===== config.mk =====
export PLATFORM = sky130hd
export DESIGN_NAME = od_line_receiver
export DESIGN_NICKNAME = d
export VERILOG_FILES = /design/src/rtl/od_line_receiver.sv
export SDC_FILE = /design/constraint.sdc
export NUM_CORES = 1
export LEC_CHECK = 0
export CORE_MARGIN = 3
export CORE_UTILIZATION = 42
export DETAILED_ROUTE_END_ITERATION = 10
export PLACE_DENSITY_LB_ADDON = 0.15
export SETUP_SLACK_MARGIN = 0.5
export SKIP_CTS_REPAIR_TIMING = 1
export SKIP_LAST_GASP = 1
export SLEW_MARGIN = 25
export SYNTH_ARGS = -nofsm -noshare
export SYNTH_HDL_FRONTEND = slang
export SYNTH_SLANG_ARGS = --single-unit

===== constraint.sdc =====
create_clock -name clk -period 2.7 [get_ports clk]
set_input_delay 0.54 -clock clk [delete_from_list [all_inputs] [get_ports clk]]
set_output_delay 0.54 -clock clk [all_outputs]
set_load 0.02 [all_outputs]

===== src/rtl/od_line_receiver.sv =====
// Receive-side conditioner for pulled-up wired-OR open-drain lines: per channel it
// synchronises the line, glitch-filters it, emits rise/fall strobes and flags stuck-low lines.
module od_line_receiver #(
  parameter int WIDTH   = 6,
  parameter int FILTER  = 4,
  parameter int TIMEOUT = 1000
) (
  input  logic             clk,
  input  logic             rst,
  input  logic [WIDTH-1:0] line,
  input  logic             en,
  input  logic             stuck_clr,
  output logic [WIDTH-1:0] level,
  output logic [WIDTH-1:0] rise,
  output logic [WIDTH-1:0] fall,
  output logic [WIDTH-1:0] stuck
);

  localparam logic [7:0]  FILT_LAST = 8'(FILTER - 1);
  localparam logic [15:0] TMR_MAX   = 16'(TIMEOUT);

  logic [WIDTH-1:0] s1_r;
  logic [WIDTH-1:0] s2_r;
  logic [WIDTH-1:0] level_r;
  logic [WIDTH-1:0] rise_r;
  logic [WIDTH-1:0] fall_r;
  logic [WIDTH-1:0] stuck_r;
  logic [7:0]       cnt_r [WIDTH];
  logic [15:0]      tmr_r [WIDTH];

  logic [WIDTH-1:0] s1_s;
  logic [WIDTH-1:0] level_s;
  logic [WIDTH-1:0] rise_s;
  logic [WIDTH-1:0] fall_s;
  logic [WIDTH-1:0] stuck_s;
  logic [7:0]       cnt_s [WIDTH];
  logic [15:0]      tmr_s [WIDTH];

  // Any non-zero sample (1, z, x) counts as released-high.
  always_comb begin
    s1_s = {WIDTH{1'b1}};
    for (int i = 0; i < WIDTH; i++) begin
      if (line[i] == 1'b0) begin
        s1_s[i] = 1'b0;
      end else begin
        s1_s[i] = 1'b1;
      end
    end
  end

  // Next-state logic for glitch filter, strobes, low-timers and stuck flags.
  always_comb begin
    level_s = level_r;
    rise_s  = {WIDTH{1'b0}};
    fall_s  = {WIDTH{1'b0}};
    stuck_s = stuck_r;
    cnt_s   = cnt_r;
    tmr_s   = tmr_r;
    for (int i = 0; i < WIDTH; i++) begin
      if (!en) begin
        cnt_s[i] = 8'd0;
      end else if (s2_r[i] == level_r[i]) begin
        cnt_s[i] = 8'd0;
      end else if (cnt_r[i] == FILT_LAST) begin
        level_s[i] = s2_r[i];
        cnt_s[i]   = 8'd0;
        rise_s[i]  = s2_r[i];
        fall_s[i]  = ~s2_r[i];
      end else begin
        cnt_s[i] = cnt_r[i] + 8'd1;
      end

      // Timer counts only cycles already spent low, so stuck lands TIMEOUT cycles after fall.
      if (stuck_clr) begin
        tmr_s[i]   = 16'd0;
        stuck_s[i] = 1'b0;
      end else if (level_s[i]) begin
        tmr_s[i] = 16'd0;
      end else if (!level_r[i] && (tmr_r[i] != TMR_MAX)) begin
        tmr_s[i] = tmr_r[i] + 16'd1;
        if (tmr_r[i] == TMR_MAX - 16'd1) begin
          stuck_s[i] = 1'b1;
        end else begin
          stuck_s[i] = stuck_r[i];
        end
      end else begin
        tmr_s[i] = tmr_r[i];
      end
    end
  end

  // State registers; reset returns the bus to idle-high immediately.
  always_ff @(posedge clk or negedge rst) begin
    if (!rst) begin
      s1_r    <= {WIDTH{1'b1}};
      s2_r    <= {WIDTH{1'b1}};
      level_r <= {WIDTH{1'b1}};
      rise_r  <= {WIDTH{1'b0}};
      fall_r  <= {WIDTH{1'b0}};
      stuck_r <= {WIDTH{1'b0}};
      for (int i = 0; i < WIDTH; i++) begin
        cnt_r[i] <= 8'd0;
        tmr_r[i] <= 16'd0;
      end
    end else begin
      s1_r    <= s1_s;
      s2_r    <= s1_r;
      level_r <= level_s;
      rise_r  <= rise_s;
      fall_r  <= fall_s;
      stuck_r <= stuck_s;
      for (int i = 0; i < WIDTH; i++) begin
        cnt_r[i] <= cnt_s[i];
        tmr_r[i] <= tmr_s[i];
      end
    end
  end

  assign level = level_r;
  assign rise  = rise_r;
  assign fall  = fall_r;
  assign stuck = stuck_r;

endmodule


== Word level (Yosys, flattened, before mapping) ==
Cells that the tools add are included.

* Add/subtract/negate cells: 12
* Equality and inequality tests: 30
* Muxes and demuxes: 120
* Bitwise logic cells: 6
* Reductions and logical operators: 36

{| class="wikitable"
|+ Operator list
! kind !! count
|-
| 16-bit 2-to-1 mux || 18
|-
| 8-bit 2-to-1 mux || 18
|-
| 16-bit by 1-bit adder with 16-bit output (second input constant) || 6
|-
| 16-bit by 10-bit equality test with 1-bit output (second input constant) || 6
|-
| 16-bit by 10-bit != test with 1-bit output (second input constant) || 6
|-
| 1-bit 2-to-1 mux || 84
|-
| 8-bit by 1-bit adder with 8-bit output (second input constant) || 6
|-
| 8-bit by 2-bit equality test with 1-bit output (second input constant) || 6
|-
| 2-bit nonzero test || 12
|-
| 3-bit AND reduction || 6
|-
| 3-bit nonzero test || 6
|-
| 2-bit != test (second input constant) || 6
|-
| 1-bit equality test || 6
|-
| 1-bit logical AND || 6
|-
| 1-bit logical NOT || 6
|-
| 1-bit inverter || 6
|}

* Register bits after elaboration: 180
* Input bits: 10
* Output and inout bits: 24
* Word-level logic and storage cells: 227

== Logic depth before layout (Yosys ltp) ==
* Word-level depth: 6
* Gate-level depth with buffers: 8
* Gate-level depth less buffers: 7

== Worst setup path after synthesis ==
No wires, ideal clock.

* Path kind: register -> register
* From: register cnt_r[16] (netlist name)
* To: register stuck_r[3], in the netlist stuck[3]
* Setup time: 0.104 ns
* Arrival time: 2.224 ns
* Data required time: 2.596 ns
* Setup slack: 0.372 ns
* Cell stages (with the launch flop): 8
* Path buffers: 1
* Clock period less this slack: 2.328 ns
* Path through: dfrtp_1 -> ha_1 -> or4b_1 -> nand4bb_4 -> mux2_4 -> or2_1 -> buf_6 -> o41ai_4

* Cells in the longest elaborated chain, start to end: 6

{| class="wikitable"
|+ Ends and longest elaborated chain
! item !! RTL line !! RTL
|-
| from (decl) || 28 || <nowiki>logic [7:0] cnt_r [WIDTH];</nowiki>
|-
| from (signal, indexed assignment) || 113 || <nowiki>cnt_r[i] <= cnt_s[i];</nowiki>
|-
| 8-bit by 2-bit equality test with 1-bit output || 64 || <nowiki>end else if (cnt_r[i] == FILT_LAST) begin</nowiki>
|-
| 1-bit 2-to-1 mux || 64 ||
|-
| 1-bit 2-to-1 mux || 62 || <nowiki>end else if (s2_r[i] == level_r[i]) begin</nowiki>
|-
| 1-bit 2-to-1 mux || 60 || <nowiki>if (!en) begin</nowiki>
|-
| net level_s[3] || 32 || <nowiki>logic [WIDTH-1:0] level_s;</nowiki>
|-
| 2-bit != test (no line) || - ||
|-
| 3-bit AND reduction (no line) || - ||
|-
| to (signal assigned) || 100 || <nowiki>stuck_r <= {WIDTH{1'b0}};</nowiki>
|-
| to (signal assigned) || 111 || <nowiki>stuck_r <= stuck_s;</nowiki>
|-
| to (decl) || 27 || <nowiki>logic [WIDTH-1:0] stuck_r;</nowiki>
|}

The timed path passes the listed nets, and every way through them passes these cells.
A chain may end at the register's enable or synchronous reset.

== Worst setup path in the final report ==
Ends and elaborated chain as after synthesis.

==> results.txt <==
die height -> 148 µm
sequential cell area fraction in the yosys report -> 53.7%
area growth from synthesis to layout -> 16.3%
Critical Path Stages -> 6
Hold Fails Final Rpt -> 0
final setup TNS -> 0 ns
Synth Cell Area -> 8430 µm²
CP Data Required Time -> 3.02 ns
mux contribution to synthesized area -> 1.68%
largest family of logic cells by synthesized area -> simple AND/OR/NAND/NOR gates
P_sw -> 1.73 mW
Rel. slew slack -> 40.3%
leakage power -> 4.31 nW
ant diodes -> 0
Highest Signal Layer -> met4
Post-Syn Nets -> 850
number of flops mapped to enable cells by yosys -> 0
# IOs -> 34
crit path buf inv count -> 0
detailed-route via count -> 5838
most common cell after layout, fill and taps aside -> nor2_1
WL final -> 15700 µm
Synth Area in XOR/XNOR -> 12.9%
outcome -> completed
Max-cap violations -> 0
Distinct cells, synth -> 45
Reg power frac -> 49.7%
Clock Path Buffers -> 2
die area -> 21800 µm²
initial antenna violation count -> 0
Worst setup SP type -> flip-flop
R2R Path Start -> cnt_r[16]
Worst-Margin Slew -> 0.883 ns
port bufs -> 33
met1 wire length -> 7440 µm
clock sink count -> 180
CP max stage cell -> or4b_4
gr ovfl total -> 0
min Tclk post-route -> 2.19 ns
ys async rst share -> 100%
1st-pass router iterations -> 4
Tot Pwr -> 6.11 mW
Worst R2R End -> stuck[3]
Mapped Cells -> 822
DRC -> 0
Crit. End Element -> flip-flop
Peak VDD IR -> 379 µV
Initial DRC Count -> 224
Yosys reg bits -> 180
CP Class -> flip-flop to flip-flop
clock power share -> 38.6%
vias per inst -> 5.09
Final setup viols -> 0
crit-path cells -> ha_4 -> or4b_4 -> nand4bb_4 -> mux2_4 -> or2_4 -> o41ai_4
Final Max Slew Viols -> 0
Crit path max-delay family -> simple AND/OR/NAND/NOR gates
initial core utilization -> 43.1%
most frequent cells in the layout -> nor2_1, dfrtp_1, xor2_1
# nets final -> 896
core area -> 19600 µm²
R2R depth -> 6
CTS Buf Count -> 17
met3 wire length -> 528 µm
CTS H-tree depth -> 4
Routed Antenna Nets -> 0
vias in the first global route -> 5925
Fmax -> 0.456 GHz
Adder-Cell Fraction of Synth Area -> 2.67%
compound-cell area share of the yosys netlist -> 2.05%
# rows -> 51
internal reg-to-reg setup slack -> 0.51 ns
internal cell power -> 4.38 mW
synthesized-area fraction occupied by and/or/nand/nor cells -> 25.0%
metal2 WL -> 7500 µm
number of fill cells in the layout -> 1749
Net Sw Frac -> 28.3%
share of post-route cells with drive strength above 1 -> 10.8%
CTS tree -> built
root buffer cell -> clkbuf_16
Syn Area/Cell -> 10.3 µm²
first-pass GRT wire length -> 27800 µm
GRT Util Overall -> 15.4%
pwr dens -> 623 nW/µm²
prevailing post-synth register cell -> dfrtp_1
Combinational Power Share -> 11.7%
Tcrit/Tclk final -> 81.2%
largest net degree at the start of global routing -> 59
Die W -> 148 µm
max incr delay on CP -> 0.46 ns
Clock Latency Late Sink -> 0.43 ns
Clock Skew -> 0.00779 ns
Worst EP arrival -> 2.52 ns
Worst-path clk slew -> 0.07 ns
dpl hpwl -> 10500 µm
min-delay worst type -> primary input to asynchronous set/reset pin
synth warn -> 0
GPL Wtd Cong -> 0.809
CP Max Fanout -> 5
Wirelength per Cell -> 13.7 µm
RSZ-0062 raised after global routing -> yes
==> metrics by stage <==
stage          instance area [µm²]  utilization (%)  hold WS, ns  setup slack, ns  cells
2_1_floorplan                 8440                -        0.244            0.504    822
3_3_place_gp                  9120             46.6        0.346            0.198   1110
3_5_place_dp                  9120             46.6        0.350            0.151   1110
4_1_cts                       9680             49.4       0.0971            0.181   1142
6_report                      9810             50.1       0.0859            0.507   1146
5_1_grt                       9810             50.1        0.111            0.437   1146
==> kinds of logic after synthesis <==
logic type,after synthesis
buffers and inverters,43
AO/OA/AOI/OAI,25
multiplexers,13
flip-flops,180
XOR/XNOR,124
AND/OR/NAND/NOR,419
adder cells (fa/ha/maj),18
==> worst reg2reg max path, stage by stage, from the launching register on <==
cell       delay (ns)
dfrtp_2          0.42
ha_4             0.17
or4b_4           0.46
nand4bb_4        0.23
mux2_4           0.34
or2_4            0.28
o41ai_4          0.20
==> state kept, by name, summed over array words and instances, names as in the netlist <==
register	count
s2_r	6
cnt_r	48
stuck	6
rise	6
level	6
s1_r	6
tmr_r	96
fall	6
==> how the worst max path moves through the flow <==
| stage | slack (ns) | start | end |
|---|---|---|---|
| final | 0.51 | cnt_r[16] | stuck[3] |
| after global routing | 0.44 | cnt_r[16] | stuck[3] |
| after CTS | 0.18 | cnt_r[16] | stuck[3] |
| after detailed placement | 0.15 | en | stuck[3] |
| after global placement | 0.20 | en | stuck[3] |
| after floorplan | 0.50 | cnt_r[16] | stuck[3] |
==> final cells by class <==
cell class              instances  area (µm²)  area share, %
clock inverters                15         134           1.37
repair buffers                 43         459           4.68
multi-input cells             601        3830           39.1
inverters                      25        93.8          0.957
well taps                     265         332           3.38
flip-flops and latches        180        4530           46.2
clock buffers                  17         425           4.34
==> layer usage <==
metal | up-vias | GRT usage, %
li1 | 2857 | -
met1 | 2879 | 20.3
met2 | 82 | 25.2
met3 | 20 | 3.74
met4 | 0 | 4.57
met5 | - | 0
==> synth_stat cells, drive strengths merged (2+ instances only) <==
library cell  instances  area (µm²)
o21ai                 3        15.0
dfrtp               162        4050
buf                   3        21.3
nand3                56         280
nor4b                 2        17.5
o22ai                 5        31.3
mux2                  6        71.3
nand2b                4        25.0
a31oi                 2        12.5
xor2                 65         569
nor4                  8        50.1
nor3                 17        85.1
nor3b                16         120
or4b                  4        40.0
xnor2                59         517
nor2                174         653
and3                 37         231
clkbuf               15        56.3
inv                  25        93.8
mux2i                 7        70.1
nand4                19         119
nand3b               10        75.1
a21oi                 9        45.0
nand2                38         143
ha                   18         225
or2                   7        43.8
or3                   4        25.0
nor2b                 4        25.0
and3b                 2        17.5
dfstp                18         473
or4                   7        52.6
and4                  2        17.5
nand4b                6        52.6
==> power by group through the flow <==
stage	Combinational, mW	Sequential, mW	Clock, mW
finish	0.715	3.04	2.36
global route	0.823	3.07	2.57
CTS	0.702	3.03	2.44
global placement	0.673	3.08	0
detailed placement	0.698	3.09	0
floorplan	0.487	3.05	0
Note: power is estimated with default switching activity, not from simulation.
